<file path="src/rtl/uninasoc_pkg.sv">
// Shared SoC definitions: interrupt controller register offsets, source modes
// and the platform interrupt-source count.
package uninasoc_pkg;

  localparam int NUM_IRQ = 3;

  localparam logic [4:0] IRQ_PENDING_OFF   = 5'h00;
  localparam logic [4:0] IRQ_ENABLE_OFF    = 5'h04;
  localparam logic [4:0] IRQ_MODE_OFF      = 5'h08;
  localparam logic [4:0] IRQ_CLAIM_OFF     = 5'h0C;
  localparam logic [4:0] IRQ_INSERVICE_OFF = 5'h10;

  typedef enum logic {IRQ_LEVEL, IRQ_EDGE} irq_mode_e;

  // Register decode works on word addresses; byte-lane bits are ignored.
  function automatic logic [4:0] irq_word_addr(input logic [4:0] addr);
    return {addr[4:2], 2'b00};
  endfunction

endpackage

</file>
<file path="src/rtl/irq_prio_enc.sv">
// Combinational lowest-index-first priority encoder over an N-bit request vector.
module irq_prio_enc #(
  parameter int N     = 3,
  parameter int IDX_W = (N > 1) ? $clog2(N) : 1
) (
  input  logic [N-1:0]     req_i,
  output logic             valid_o,
  output logic [IDX_W-1:0] idx_o
);
  import uninasoc_pkg::*;

  // Scan from the top down so the lowest set bit is the last one assigned.
  always_comb begin
    valid_o = 1'b0;
    idx_o   = '0;
    for (int i = N - 1; i >= 0; i--) begin
      if (req_i[i]) begin
        valid_o = 1'b1;
        idx_o   = IDX_W'(i);
      end
    end
  end

endmodule

</file>
<file path="src/rtl/soc_irq_ctrl.sv">
// Platform interrupt controller: per-source enable, level/edge mode, pending and
// in-service tracking, fixed-priority claim/complete. Optional macro IRQ_SYNC_EN.
module soc_irq_ctrl #(
  parameter int NUM_IRQ = uninasoc_pkg::NUM_IRQ,
  parameter int ID_W    = $clog2(NUM_IRQ + 1)
) (
  input  logic               clock_i,
  input  logic               reset_i,
  input  logic [NUM_IRQ-1:0] irq_i,
  output logic               irq_o,
  input  logic               reg_req_i,
  input  logic               reg_we_i,
  input  logic [4:0]         reg_addr_i,
  input  logic [31:0]        reg_wdata_i,
  output logic [31:0]        reg_rdata_o,
  output logic               reg_ack_o
);
  import uninasoc_pkg::*;

  localparam int IDX_W = (NUM_IRQ > 1) ? $clog2(NUM_IRQ) : 1;

  logic [NUM_IRQ-1:0] r_pend;
  logic [NUM_IRQ-1:0] r_en;
  logic [NUM_IRQ-1:0] r_mode;
  logic [NUM_IRQ-1:0] r_insvc;
  logic [NUM_IRQ-1:0] r_hist;
  logic               r_irq;
  logic               r_ack;
  logic [31:0]        r_rdata;

  logic [NUM_IRQ-1:0] w_irq_s;
  logic [NUM_IRQ-1:0] w_edge;
  logic [NUM_IRQ-1:0] w_elig;
  logic [NUM_IRQ-1:0] w_rise;
  logic [NUM_IRQ-1:0] w_wdata_m;
  logic [NUM_IRQ-1:0] w_w1c;
  logic [NUM_IRQ-1:0] w_claim_vec;
  logic [NUM_IRQ-1:0] w_cmpl_vec;
  logic [NUM_IRQ-1:0] w_pend_nxt;
  logic [NUM_IRQ-1:0] w_insvc_nxt;
  logic [4:0]         w_word;
  logic               w_rd;
  logic               w_wr;
  logic               w_sel_pend;
  logic               w_sel_en;
  logic               w_sel_mode;
  logic               w_sel_claim;
  logic               w_valid;
  logic [IDX_W-1:0]   w_idx;
  logic [ID_W-1:0]    w_id;
  logic               w_claim;
  logic               w_cmpl_ok;
  logic [31:0]        w_rd_data;
  logic               w_unused;

`ifdef IRQ_SYNC_EN
  logic [NUM_IRQ-1:0] r_sync1;
  logic [NUM_IRQ-1:0] r_sync2;

  always_ff @(posedge clock_i) begin
    if (reset_i) begin
      r_sync1 <= '0;
      r_sync2 <= '0;
    end else begin
      r_sync1 <= irq_i;
      r_sync2 <= r_sync1;
    end
  end

  assign w_irq_s = r_sync2;
`else
  assign w_irq_s = irq_i;
`endif

  assign w_unused    = ^{reg_addr_i[1:0], reg_wdata_i};
  assign w_word      = irq_word_addr(reg_addr_i);
  assign w_rd        = reg_req_i & ~reg_we_i;
  assign w_wr        = reg_req_i & reg_we_i;
  assign w_sel_pend  = (w_word == IRQ_PENDING_OFF);
  assign w_sel_en    = (w_word == IRQ_ENABLE_OFF);
  assign w_sel_mode  = (w_word == IRQ_MODE_OFF);
  assign w_sel_claim = (w_word == IRQ_CLAIM_OFF);
  assign w_wdata_m   = reg_wdata_i[NUM_IRQ-1:0];

  always_comb begin
    w_edge = '0;
    for (int i = 0; i < NUM_IRQ; i++) begin
      w_edge[i] = (irq_mode_e'(r_mode[i]) == IRQ_EDGE);
    end
  end

  assign w_elig = r_pend & r_en & ~r_insvc;

  irq_prio_enc #(
    .N     (NUM_IRQ),
    .IDX_W (IDX_W)
  ) u_prio (
    .req_i   (w_elig),
    .valid_o (w_valid),
    .idx_o   (w_idx)
  );

  assign w_id        = w_valid ? (ID_W'(w_idx) + ID_W'(1)) : '0;
  assign w_claim     = w_rd & w_sel_claim & w_valid;
  assign w_claim_vec = w_claim ? (NUM_IRQ'(1) << w_idx) : '0;
  assign w_cmpl_ok   = w_wr & w_sel_claim & (reg_wdata_i != 32'd0) &
                       (reg_wdata_i <= 32'(NUM_IRQ));
  assign w_cmpl_vec  = w_cmpl_ok ? (NUM_IRQ'(1) << (reg_wdata_i - 32'd1)) : '0;
  assign w_w1c       = (w_wr & w_sel_pend) ? (w_wdata_m & w_edge) : '0;
  assign w_rise      = w_irq_s & ~r_hist;

  // Edge sources: a new rise beats any clear in the same cycle.
  // Level sources simply mirror the sampled line.
  assign w_pend_nxt  = (w_edge & (w_rise | (r_pend & ~(w_w1c | w_claim_vec)))) |
                       (~w_edge & w_irq_s);
  assign w_insvc_nxt = (r_insvc | w_claim_vec) & ~w_cmpl_vec;

  always_comb begin
    w_rd_data = 32'd0;
    case (w_word)
      IRQ_PENDING_OFF:   w_rd_data = 32'(r_pend);
      IRQ_ENABLE_OFF:    w_rd_data = 32'(r_en);
      IRQ_MODE_OFF:      w_rd_data = 32'(r_mode);
      IRQ_CLAIM_OFF:     w_rd_data = 32'(w_id);
      IRQ_INSERVICE_OFF: w_rd_data = 32'(r_insvc);
      default:           w_rd_data = 32'd0;
    endcase
  end

  always_ff @(posedge clock_i) begin
    if (reset_i) begin
      r_pend  <= '0;
      r_en    <= '0;
      r_mode  <= '0;
      r_insvc <= '0;
      r_hist  <= '0;
      r_irq   <= 1'b0;
      r_ack   <= 1'b0;
      r_rdata <= 32'd0;
    end else begin
      r_hist  <= w_irq_s;
      r_pend  <= w_pend_nxt;
      r_insvc <= w_insvc_nxt;
      if (w_wr && w_sel_en) begin
        r_en <= w_wdata_m;
      end
      if (w_wr && w_sel_mode) begin
        r_mode <= w_wdata_m;
      end
      r_irq   <= |w_elig;
      r_ack   <= reg_req_i;
      r_rdata <= w_rd ? w_rd_data : 32'd0;
    end
  end

  assign irq_o       = r_irq;
  assign reg_ack_o   = r_ack;
  assign reg_rdata_o = r_rdata;

endmodule

</file>
<file path="config.mk">
export PLATFORM = sky130hd
export DESIGN_NAME = soc_irq_ctrl
export DESIGN_NICKNAME = d
export VERILOG_FILES = /design/src/rtl/uninasoc_pkg.sv /design/src/rtl/irq_prio_enc.sv /design/src/rtl/soc_irq_ctrl.sv
export SDC_FILE = /design/constraint.sdc
export NUM_CORES = 1
export LEC_CHECK = 0
export ABC_AREA = 1
export BUFFER_PORTS_ARGS = -buffer_cell sky130_fd_sc_hd__buf_2
export CAP_MARGIN = 10
export CORE_UTILIZATION = 51
export DETAILED_ROUTE_END_ITERATION = 6
export GPL_TIMING_DRIVEN = 0
export PLACE_DENSITY = 0.83
export SLEW_MARGIN = 20
export SYNTH_ARGS = -nofsm -noshare
export SYNTH_HDL_FRONTEND = slang
export SYNTH_HIERARCHICAL = 1
export SYNTH_SLANG_ARGS = --single-unit
</file>
<file path="constraint.sdc">
create_clock -name clock_i -period 2.15 [get_ports clock_i]
set_clock_uncertainty 0.1 [all_clocks]
set_input_delay 0.3225 -clock clock_i [delete_from_list [all_inputs] [get_ports clock_i]]
set_output_delay 0.3225 -clock clock_i [all_outputs]
set_load 0.1 [all_outputs]
</file>
==> results of run 1 <==
## stage by stage
stage	hold slack (ps)	utilization
2_1_floorplan	340	-
4_1_cts	173	0.655
6_report	175	0.659
5_1_grt	188	0.659
3_3_place_gp	362	0.642
3_5_place_dp	365	0.642
## layout by cell type (no fill, tap or decap), types with 9 or more instances in the layout
master                    instances
sky130_fd_sc_hd__o21ai_1         10
sky130_fd_sc_hd__nand2_1         96
sky130_fd_sc_hd__nand3_1         22
sky130_fd_sc_hd__nand4_1         11
sky130_fd_sc_hd__inv_1           62
sky130_fd_sc_hd__dfxtp_1         20
sky130_fd_sc_hd__nor2_2           9
sky130_fd_sc_hd__conb_1          29
sky130_fd_sc_hd__buf_4           29
sky130_fd_sc_hd__buf_2           45
sky130_fd_sc_hd__a21oi_1         10
sky130_fd_sc_hd__nor2_1          73
## area by class of cell
type / instances / area (µm²)
Multi-Input combinational cell: 317 / 1510
Fill cell: 404 / 1420
Sequential cell: 20 / 400
Inverter: 66 / 248
Timing Repair Buffer: 45 / 225
Buffer: 31 / 225
Tap cell: 50 / 62.6
Clock buffer: 4 / 55.1
## cells by family after synthesis
group,share of synthesized area
AND/OR/NAND/NOR,0.461
flip-flops,0.177
AO/OA/AOI/OAI,0.113
adder cells (fa/ha/maj),0.0276
XOR/XNOR,0.0116
other,0.00165
buffers and inverters,0.209
## power breakdown
group	leakage, nW	internal (mW)	switching, mW	total [mW]
combinational	1.22	0.111	0.371	0.482
sequential	0.163	0.380	0.00440	0.385
clock	0.0288	0.163	0.123	0.286
total	1.41	0.654	0.498	1.15
## how the worst max path moves through the flow
stage | cells past startpoint | start | slack, ps | end
after detailed placement | 11 | reg_wdata_i[5] | -120 | r_insvc[1]$_SDFF_PP0_
after CTS | 11 | reg_wdata_i[5] | 150 | r_insvc[1]$_SDFF_PP0_
after global placement | 11 | reg_wdata_i[5] | -90 | r_insvc[1]$_SDFF_PP0_
final | 16 | reg_wdata_i[1] | 130 | r_insvc[1]$_SDFF_PP0_
after global routing | 13 | reg_wdata_i[13] | 3 | r_insvc[1]$_SDFF_PP0_
after floorplan | 13 | reg_wdata_i[0] | 370 | r_insvc[0]$_SDFF_PP0_
## critical path: stages
cell	delay, ps
sky130_fd_sc_hd__buf_2	120
sky130_fd_sc_hd__inv_1	140
sky130_fd_sc_hd__ha_1	240
sky130_fd_sc_hd__nand2_2	100
sky130_fd_sc_hd__nor2_4	170
sky130_fd_sc_hd__nand2_2	100
sky130_fd_sc_hd__nand2_1	70
sky130_fd_sc_hd__nand2_1	60
sky130_fd_sc_hd__inv_1	50
sky130_fd_sc_hd__nand3_1	70
sky130_fd_sc_hd__nor2_1	120
sky130_fd_sc_hd__nand3_1	110
sky130_fd_sc_hd__nor2_2	140
sky130_fd_sc_hd__nand4_1	150
sky130_fd_sc_hd__nand2_1	90
sky130_fd_sc_hd__inv_1	30
## flip-flops by register name, summed over array words and instances, names as in the netlist
register	cells
reg_ack_o	1
r_mode	3
r_insvc	3
r_hist	3
r_pend	3
reg_rdata_o	3
irq_o	1
r_en	3
## routing by layer
layer | track usage | routed length (µm) | part of all wire | vias to the layer above
met2 | 0.411 | 2500 | 0.43 | 129
met4 | 0.0625 | 98 | 0.017 | 0
met3 | 0.0461 | 580 | 0.099 | 13
met1 | 0.339 | 2700 | 0.46 | 1109
met5 | 0 | 0 | 0 | -
li1 | - | - | - | 1382
==> results by group, run 1 <==
Status
  – Outcome: completed

Synth
  – Count of mapped cells out of synthesis: a little over 400
  – Area share of the leading cell type in the synthesized netlist: 0.177
  – Synth Register Bits: 20
  – Most used flip-flop cell after synthesis: sky130_fd_sc_hd__dfxtp_1
  – Count of flip-flops with a built-in enable after synthesis: 0
  – Post-synth ARST share: 0
  – Syn. warnings: 6
  – Mapped Avg Cell Area: about 5.6 µm²
  – Area of the mapped netlist: between 2000 and 2500 µm²
  – Sequential area share after synthesis: 0.177
  – Library cell occupying the most area in the post-synthesis netlist: sky130_fd_sc_hd__dfxtp_1
  – Most instantiated cells after synthesis: sky130_fd_sc_hd__nand2_1 (96), sky130_fd_sc_hd__nor2_1 (73), sky130_fd_sc_hd__inv_1 (62), sky130_fd_sc_hd__buf_4 (29), sky130_fd_sc_hd__nand3_1 (22)
  – Unique masters post-synth: 32
  – Largest cells by area after synthesis: sky130_fd_sc_hd__dfxtp_1 (18%), sky130_fd_sc_hd__nand2_1 (16%), sky130_fd_sc_hd__nor2_1 (12%)
  – Top-count cell post-synth: sky130_fd_sc_hd__nand2_1

Clock network
  – Root buffer selected by CTS: sky130_fd_sc_hd__clkbuf_8
  – Number of buffers added by the clock tree synthesis step: 3
  – CTS tree: built
  – Worst skew pair latency: about 260 ps
  – Total of cells resized after clock tree synthesis: 0
  – Max Root-Sink Buffers: 2
  – Hold bufs inserted after CTS: 0
  – Worst-path clk slew: approximately 70 ps
  – Number of sinks handled by clock tree synthesis: 20
  – H-tree depth reported by CTS: 1
  – Setup Buffers After CTS: 0

Placed design
  – Post-placement setup slack: -121 ps
  – Global placement routability congestion: between 1 and 1.5
  – Number of cells after detailed placement: approximately 530
  – Total of buffers placed on input and output ports: 45
  – Total cell area at the placement stage: 2660 µm²
  – Final HPWL from detailed placement: 4870 µm

Timing
  – Number of failing setup endpoints in the final timing report: 0
  – Setup repair after global routing missed its margin: false
  – Post-route fraction of the period consumed by the critical path: 0.938
  – Final critical-path setup slack: around 130 ps
  – Post-Route Setup TNS: 0 ps
  – Achievable clock frequency: between 400 and 500 MHz
  – Final hold vios: 0
  – Post-layout minimum cycle time: 2020 ps
  – Slew Limit Fails: 0

GRT
  – Antenna violations before repair: 0
  – Global-route wire length before repair: 9030 µm
  – Total track usage: 0.252
  – GR Overflow Total: 0
  – Number of global-route vias before repair: 2112
  – Maximum number of pins on one net before global-route repair: 12

Worst setup path
  – Depth of the worst register-to-register path: 8
  – Endpoint of the lowest-slack register-to-register path: reg_rdata_o[1]$_SDFF_PP0_
  – Setup slack on the worst flop-to-flop path: around 140 ps
  – Launching element type of the critical path: input pin
  – Required time of the critical path: 2220 ps
  – Path type of the worst setup path: input pin to flip-flop
  – Critical Path Fanout Max: 4
  – Critical Path End Type: flip-flop
  – Reg-to-reg critical path startpoint: r_en[1]$_SDFFE_PP0P_
  – Data arrival, critical path: around 2100 ps

Routing
  – Via density: about 4.9
  – Total number of vias: approximately 2600
  – Average wire per standard cell: about 11 µm
  – Total detailed-routing wirelength: about 5900 µm
  – Detailed Routing Iterations Pass 1: 5
  – Number of remaining DRC errors: 0
  – Remaining antenna violation count: 0
  – Detailed router's first-iteration violation count: approximately 190

Cells and area
  – Final standard cell count with taps included and fillers excluded: between 500 and 600
  – Layout-stage area growth over the synthesis result: 20.4%
  – Fraction of layout instances using a drive strength above 1: 0.217
  – Count of antenna diodes in the layout: 0
  – Finished Cell Area: about 2700 µm²
  – Net count reported at finish: roughly 530

Flow run
  – Max-cap violations: 0

Power and ir drop
  – Total Power: between 1 and 1.5 mW
  – Peak VDD IR: 0.281 mV
  – Leakage: between 1 and 1.5 nW
  – Power per cell area: 422 nW/µm²

Floorplan
  – Width of the die: 68.7 µm
  – Die area: roughly 4700 µm²
  – Die span in y: slightly below 70 µm
  – Core area: slightly above 4000 µm²
  – Starting Density: 0.547
  – Std-Cell Rows: 23
  – Number of top-level pins: roughly 80

Worst hold path
  – Worst Hold Launch: irq_i[1]
  – Path class of the lowest-slack min-delay path: input pin to flip-flop
  – Min-Delay Path Depth: 3
  – Hold Crit Endpoint: r_hist[1]$_SDFF_PP0_
Note: power is estimated with default switching activity, not from simulation.
==> run 2: changes to the inputs <==
Settings changed: SETUP_SLACK_MARGIN from default to 0.3.
==> run 2 against run 1 <==
Effect of this change: first-iteration DRC count increased by 110%; highest routed layer unchanged; sequential share of layout area decreased by 1.8 points; maximum frequency increased by 0.95%; largest cell class unchanged.
==> results by group, run 2 (synthesized netlist as in run 1, its figures left out) <==
Routing
  – Via density: 5.43 (was 4.94)
  – Total number of vias: 2956 (was 2633)
  – Average wire per standard cell: 13.5 µm (was 11.0 µm)
  – Remaining antenna violation count: 0 (unchanged)
  – Number of remaining DRC errors: 0 (unchanged)
  – Detailed router's first-iteration violation count: 390 (was 188)
  – Detailed Routing Iterations Pass 1: 6 (was 5)
  – Total detailed-routing wirelength: 7350 µm (was 5880 µm)

Power and ir drop
  – Leakage: 1.56 nW (was 1.41 nW)
  – Cell internal pwr: 0.686 mW (was 0.654 mW)
  – Sequential Power Share: 0.312 (was 0.334)
  – Sw Pwr: 0.548 mW (was 0.498 mW)
  – Fraction of power spent switching nets: 0.444 (was 0.432)
  – Peak VDD IR: 0.287 mV (was 0.281 mV)
  – Total Power: 1.23 mW (was 1.15 mW)
  – Power per cell area: 396 nW/µm² (was 422 nW/µm²)
  – Power share of the combinational group: 0.450 (was 0.418)
  – Power share of the clock group: 0.238 (was 0.248)

Timing
  – Slew Limit Fails: 0 (unchanged)
  – Number of failing setup endpoints in the final timing report: 0 (unchanged)
  – Final hold vios: 0 (unchanged)
  – Achievable clock frequency: 501 MHz (was 496 MHz)
  – Post-route fraction of the period consumed by the critical path: 0.929 (was 0.938)
  – Pin slew with the least headroom to its limit: about 520 ps
  – Post-layout minimum cycle time: 2000 ps (was 2020 ps)
  – Post-Route Setup TNS: 0 ps (unchanged)
  – Max-Slew Margin vs Limit: 0.649
  – Setup repair after global routing missed its margin: true (was false)

Worst setup path
  – Critical Path Fanout Max: 5 (was 4)
  – Peak per-stage delay on the critical path: 160 ps (was 240 ps)
  – Kind of cell adding the most delay to the critical path: simple AND/OR/NAND/NOR gates (unchanged)
  – Reg-to-reg critical path startpoint: r_pend[1]$_SDFF_PP0_ (was r_en[1]$_SDFFE_PP0P_)
  – Crit path from: reg_wdata_i[0] (was reg_wdata_i[1])
  – Required time of the critical path: 2220 ps (about the same)
  – Crit path buf inv count: 4 (unchanged)
  – Path type of the worst setup path: input pin to flip-flop (unchanged)
  – Launching element type of the critical path: input pin (unchanged)
  – Top cell by count, worst path: sky130_fd_sc_hd__nand2_1
  – Slowest cell on the critical path: sky130_fd_sc_hd__nor2_1 (was sky130_fd_sc_hd__ha_1)
  – Cells traversed along the worst timing path: buf_6 -> inv_8 -> ha_4 -> inv_2 -> nor2_1 -> nand2_1 -> nand2_1 -> nand2_1 -> nor2_1 -> nand3_1 -> nor2_1 -> nand3_1 -> nor2_2 -> nand4_1 -> nand2_1 -> inv_1 (was buf_2 -> inv_1 -> ha_1 -> nand2_2 -> nor2_4 -> nand2_2 -> nand2_1 -> nand2_1 -> inv_1 -> nand3_1 -> nor2_1 -> nand3_1 -> nor2_2 -> nand4_1 -> nand2_1 -> inv_1)
  – Critical Path End Type: flip-flop (unchanged)
  – Data arrival, critical path: 2060 ps (was 2080 ps)

GRT
  – Global Route met1 Usage: 0.341 (was 0.339)
  – Global-route wire length before repair: 9270 µm (was 9030 µm)
  – Layer with the highest usage: met2 (unchanged)
  – Antenna violations before repair: 0 (unchanged)
  – Fraction of met2 tracks used by global routing: 0.425 (was 0.411)
  – Total track usage: 0.261 (was 0.252)
  – Maximum number of pins on one net before global-route repair: 12 (unchanged)
  – GR Overflow Total: 0 (unchanged)
  – Number of global-route vias before repair: 2179 (was 2112)
  – Met3 global-route usage: 0.0576 (was 0.0461)

Floorplan
  – Width of the die: 68.7 µm (unchanged)
  – Die span in y: 68.7 µm (unchanged)
  – Die area: 4710 µm² (unchanged)
  – Core area: 4140 µm² (unchanged)
  – Number of top-level pins: 78 (unchanged)
  – Starting Density: 0.547 (unchanged)
  – Std-Cell Rows: 23 (unchanged)

Placed design
  – Global placement routability congestion: 1.01 (unchanged)
  – Final HPWL from detailed placement: 4870 µm (unchanged)
  – Total of buffers placed on input and output ports: 45 (unchanged)

Clock network
  – Worst skew pair latency: 260 ps (about the same)
  – Worst-path clk slew: 70 ps (about the same)
  – Hold bufs inserted after CTS: 0 (unchanged)
  – H-tree depth reported by CTS: 1 (unchanged)
  – Number of buffers added by the clock tree synthesis step: 3 (unchanged)
  – Root buffer selected by CTS: sky130_fd_sc_hd__clkbuf_8 (unchanged)
  – CTS tree: built (unchanged)
  – Max Root-Sink Buffers: 2 (unchanged)
  – Number of sinks handled by clock tree synthesis: 20 (unchanged)

Cells and area
  – Count of antenna diodes in the layout: 0 (unchanged)
  – Fraction of layout instances using a drive strength above 1: 0.312 (was 0.217)
  – Net count reported at finish: 544 (was 533)
  – FF/Latch Area: 400 µm² (unchanged)
  – Total area of multi-input combinational cells: 1750 µm² (was 1510 µm²)
  – Layout-stage area growth over the synthesis result: 37.5% (was 20.4%)
  – Most frequent standard cell in the layout excluding fill and tap cells: sky130_fd_sc_hd__nand2_1 (unchanged)
  – Commonest non-fill, non-tap cells in the layout: sky130_fd_sc_hd__nand2_1 (86), sky130_fd_sc_hd__inv_1 (60), sky130_fd_sc_hd__nor2_1 (53) (was sky130_fd_sc_hd__nand2_1 (96), sky130_fd_sc_hd__nor2_1 (73), sky130_fd_sc_hd__inv_1 (62))
  – Fillers: 329 (was 404)

Status
  – Outcome: completed (unchanged)

Flow run
  – Max-cap violations: 0 (unchanged)

Worst hold path
  – Path class of the lowest-slack min-delay path: input pin to flip-flop (unchanged)
  – Worst Hold Launch: irq_i[1] (unchanged)
[run 2: cell count changes in the layout (fill, tap and decap cells not counted), sizes merged]
cell  change
buf      +11
[run 2: worst register-to-register path, cell delays in order (launching register included)]
cell and delay [ps]:
sky130_fd_sc_hd__dfxtp_1 310, sky130_fd_sc_hd__inv_1 90, sky130_fd_sc_hd__nor3_4 230, sky130_fd_sc_hd__nor2_1 120, sky130_fd_sc_hd__nand2_2 90, sky130_fd_sc_hd__nand2_2 80, sky130_fd_sc_hd__nor3_4 290, sky130_fd_sc_hd__nand2_2 100
sky130_fd_sc_hd__a32o_1 250
[run 2: area by class of cell]
cell class                      instances  share of cell area
Clock buffer                            4              0.0177
Sequential cell                        20               0.128
Inverter                               66              0.0827
Timing Repair Buffer                   56               0.116
Tap cell                               50              0.0201
Multi-Input combinational cell        317               0.563
Buffer                                 31              0.0723
[run 2: repair_timing]
action / 4_1_cts / 5_1_grt
hold endpoints to repair: 0 / 0
pin swaps: 4 / 29
setup endpoints to repair: 7 / 7
setup buffers: 2 / 9
resized for setup: 18 / 70
[run 2: per-layer routing]
layer  routed length (µm)  share of wire  vias to the layer above
met3                  815           0.11                       46
met2                 3320           0.45                      234
met4                  304          0.041                        0
li1                     -              -                     1395
met5                    0              0                        -
met1                 2910           0.40                     1281
[run 2: path summary, 6_finish.rpt]
check                                to  slack [ps]  cells after the start
hold reg to reg    r_pend[1]$_SDFF_PP0_         380                      2
setup / recovery  r_insvc[1]$_SDFF_PP0_         150                     16
setup reg to reg   r_pend[0]$_SDFF_PP0_         380                      8
hold / removal     r_hist[1]$_SDFF_PP0_         170                      3
[run 2: power groups by stage]
stage	Sequential [mW]	Clock, mW	Combinational [mW]
after floorplan	0.403	0	0.374
after global placement	0.393	0	0.470
after detailed placement	0.393	0	0.473
after CTS	0.385	0.290	0.482
after global routing	0.386	0.305	0.582
final	0.385	0.293	0.556
[run 2: through the flow]
stage	hold WS, ps	setup slack, ps	cells	util	instance area, µm²
6_report	172	153	544	0.752	3120
5_1_grt	188	157	544	0.752	3120
4_1_cts	173	282	535	0.675	2800
3_5_place_dp	365	-121	529	0.642	2660
3_3_place_gp	362	-85.4	529	0.642	2660
2_1_floorplan	340	370	434	-	2370
==> run 3: changes to the inputs <==
Clock period 2.15 ns to 1.9 ns, I/O delays scaled along.
==> run 3 against run 2 <==
Effect of this change: clock-buffer cell count is 1 lower; first-iteration DRC count is 14% lower; hold slack worse by 42 ps; highest routed layer unchanged; sequential share of layout area is 0.48 points lower; critical path type unchanged; register-to-register slack worse by 200 ps.
==> results by group, run 3 (synthesized netlist as in run 1, its figures left out) <==
Status
  – Outcome: completed (unchanged)

Timing
  – Post-route fraction of the period consumed by the critical path: 0.932
  – Final hold vios: 0 (unchanged)
  – Setup repair after global routing missed its margin: true (unchanged)
  – Pin slew with the least headroom to its limit: 746 ps (was 522 ps)
  – Max-Slew Margin vs Limit: 0.499 (was 0.649)
  – Post-layout minimum cycle time: about 1800 ps
  – Post-Route Setup TNS: 0 ps (unchanged)
  – Number of failing setup endpoints in the final timing report: 0 (unchanged)
  – Hold slack final: 130 ps (was 172 ps)
  – Achievable clock frequency: about 560 MHz
  – Slew Limit Fails: 0 (unchanged)

Worst hold path
  – Hold Crit Endpoint: r_hist[1]$_SDFF_PP0_ (unchanged)
  – Worst Hold Launch: irq_i[1] (unchanged)
  – Path class of the lowest-slack min-delay path: input pin to flip-flop (unchanged)
  – Min-Delay Path Depth: 3 (unchanged)

Placed design
  – Global placement routability congestion: 0.935 (was 1.01)
  – Total cell area at the placement stage: 2730 µm² (was 2660 µm²)
  – Final HPWL from detailed placement: 4910 µm (was 4870 µm)
  – Number of cells after detailed placement: 529 (unchanged)
  – Total of buffers placed on input and output ports: 45 (unchanged)

Routing
  – Number of remaining DRC errors: 0 (unchanged)
  – Detailed Routing Iterations Pass 1: 7 (was 6)
  – Total detailed-routing wirelength: 7610 µm (was 7350 µm)
  – Remaining antenna violation count: 0 (unchanged)
  – Total number of vias: 3016 (was 2956)
  – Average wire per standard cell: 13.8 µm (was 13.5 µm)
  – Detailed router's first-iteration violation count: 336 (was 390)
  – Via density: 5.45 (was 5.43)

Clock network
  – Number of sinks handled by clock tree synthesis: 20 (unchanged)
  – CTS tree: built (unchanged)
  – Worst skew pair latency: 270 ps (was 260 ps)
  – Hold bufs inserted after CTS: 0 (unchanged)
  – Root buffer selected by CTS: sky130_fd_sc_hd__clkbuf_8 (unchanged)
  – Max Root-Sink Buffers: 2 (unchanged)
  – Worst-path clk slew: 80 ps (was 70 ps)
  – Number of buffers added by the clock tree synthesis step: 3 (unchanged)
  – H-tree depth reported by CTS: 1 (unchanged)

Worst setup path
  – Launching element type of the critical path: input pin (unchanged)
  – Setup slack on the worst flop-to-flop path: 180 ps (was 380 ps)
  – Critical Path Fanout Max: 4 (was 5)
  – Critical Path End Type: flip-flop (unchanged)
  – Endpoint of the lowest-slack register-to-register path: reg_rdata_o[1]$_SDFF_PP0_ (was r_pend[0]$_SDFF_PP0_)
  – Data arrival, critical path: 1850 ps (was 2060 ps)
  – Required time of the critical path: 1970 ps (was 2220 ps)
  – Reg-to-reg critical path startpoint: r_en[2]$_SDFFE_PP0P_ (was r_pend[1]$_SDFF_PP0_)
  – Path type of the worst setup path: input pin to flip-flop (unchanged)
  – Depth of the worst register-to-register path: 8 (unchanged)

Power and ir drop
  – Power per cell area: 459 nW/µm² (was 396 nW/µm²)
  – Peak VDD IR: 0.399 mV (was 0.287 mV)
  – Leakage: 1.62 nW (was 1.56 nW)
  – Total Power: 1.51 mW (was 1.23 mW)

Cells and area
  – Most frequent standard cell in the layout excluding fill and tap cells: sky130_fd_sc_hd__nand2_1 (unchanged)
  – Fraction of layout instances using a drive strength above 1: 0.380 (was 0.312)
  – Count of antenna diodes in the layout: 0 (unchanged)
  – Layout-stage area growth over the synthesis result: 45.2% (was 37.5%)
  – Final standard cell count with taps included and fillers excluded: 553 (was 544)
  – Finished Cell Area: 3290 µm² (was 3120 µm²)
  – Net count reported at finish: 553 (was 544)
  – Commonest non-fill, non-tap cells in the layout: sky130_fd_sc_hd__nand2_1 (83), sky130_fd_sc_hd__inv_1 (52), sky130_fd_sc_hd__nor2_1 (49), sky130_fd_sc_hd__buf_4 (49), sky130_fd_sc_hd__buf_2 (38) (was sky130_fd_sc_hd__nand2_1 (86), sky130_fd_sc_hd__inv_1 (60), sky130_fd_sc_hd__nor2_1 (53))

GRT
  – Antenna violations before repair: 0 (unchanged)
  – Global-route wire length before repair: 10200 µm (was 9270 µm)
  – GR Overflow Total: 0 (unchanged)
  – Number of global-route vias before repair: 2332 (was 2179)
  – Maximum number of pins on one net before global-route repair: 13 (was 12)
  – Total track usage: 0.290 (was 0.261)

Floorplan
  – Core area: 4140 µm² (unchanged)
  – Std-Cell Rows: 23 (unchanged)
  – Die area: 4710 µm² (unchanged)
  – Starting Density: 0.547 (unchanged)
  – Number of top-level pins: 78 (unchanged)
  – Width of the die: 68.7 µm (unchanged)
  – Die span in y: 68.7 µm (unchanged)

Flow run
  – Max-cap violations: 0 (unchanged)
[run 3: power breakdown]
group          total, mW  leakage [nW]  internal, mW  switching (mW)
Clock              0.437        0.0357         0.282           0.155
Sequential         0.438         0.165         0.431         0.00668
Combinational      0.634          1.42         0.164           0.470
[run 3: final cells by class]
| cell class | instances | area [µm²] |
|---|---|---|
| multi-input combinational | 317 | 1830 |
| fill | 295 | 855 |
| timing repair buffer | 65 | 428 |
| sequential | 20 | 407 |
| inverter | 66 | 262 |
| buffer | 31 | 225 |
| tap | 50 | 62.6 |
| clock buffer | 3 | 41.3 |
| clock inverter | 1 | 30.0 |
[run 3: worst max path at each step]
stage                          from               endpoint  slack (ps)  cells past startpoint
finish               reg_wdata_i[1]  r_insvc[1]$_SDFF_PP0_         130                     16
floorplan            reg_wdata_i[1]  r_insvc[0]$_SDFF_PP0_         290                     15
detailed placement   reg_wdata_i[7]  r_insvc[1]$_SDFF_PP0_        -300                     11
global route        reg_wdata_i[12]  r_insvc[0]$_SDFF_PP0_          40                     13
CTS                  reg_wdata_i[1]  r_insvc[1]$_SDFF_PP0_         170                     14
global placement     reg_wdata_i[7]  r_insvc[1]$_SDFF_PP0_        -290                     11
[run 3: critical path, stage by stage]
cell and delay [ps]:
sky130_fd_sc_hd__buf_12 110, sky130_fd_sc_hd__clkinvlp_4 120, sky130_fd_sc_hd__ha_4 180, sky130_fd_sc_hd__nand2_4 60, sky130_fd_sc_hd__nor2_4 130, sky130_fd_sc_hd__nand2_2 110, sky130_fd_sc_hd__nand2_1 90, sky130_fd_sc_hd__nand2_1 60
sky130_fd_sc_hd__inv_1 60, sky130_fd_sc_hd__nand3_2 70, sky130_fd_sc_hd__nor2_2 110, sky130_fd_sc_hd__nand3_2 100, sky130_fd_sc_hd__nor2_4 130, sky130_fd_sc_hd__nand4_1 120, sky130_fd_sc_hd__nand2_1 80, sky130_fd_sc_hd__inv_1 30
[run 3: layer usage]
layer,track usage,wire (µm),vias up
met5,0,0,-
met2,0.490,3510,238
met3,0.0362,881,39
met4,0.0859,262,0
li1,-,-,1422
met1,0.381,2950,1317
[run 3: repair_timing]
action / 4_1_cts / 5_1_grt
gates cloned: 0 / 0
buffers inserted: 11 / 9
resized for setup: 43 / 57
endpoints found under the setup margin: 7 / 8
pin swaps: 25 / 30
[run 3: through the flow]
step	util	worst slack, ps
after global placement	0.660	-289
after floorplan	-	291
after global routing	0.794	36.1
after detailed placement	0.660	-303
final	0.794	129
after CTS	0.736	166
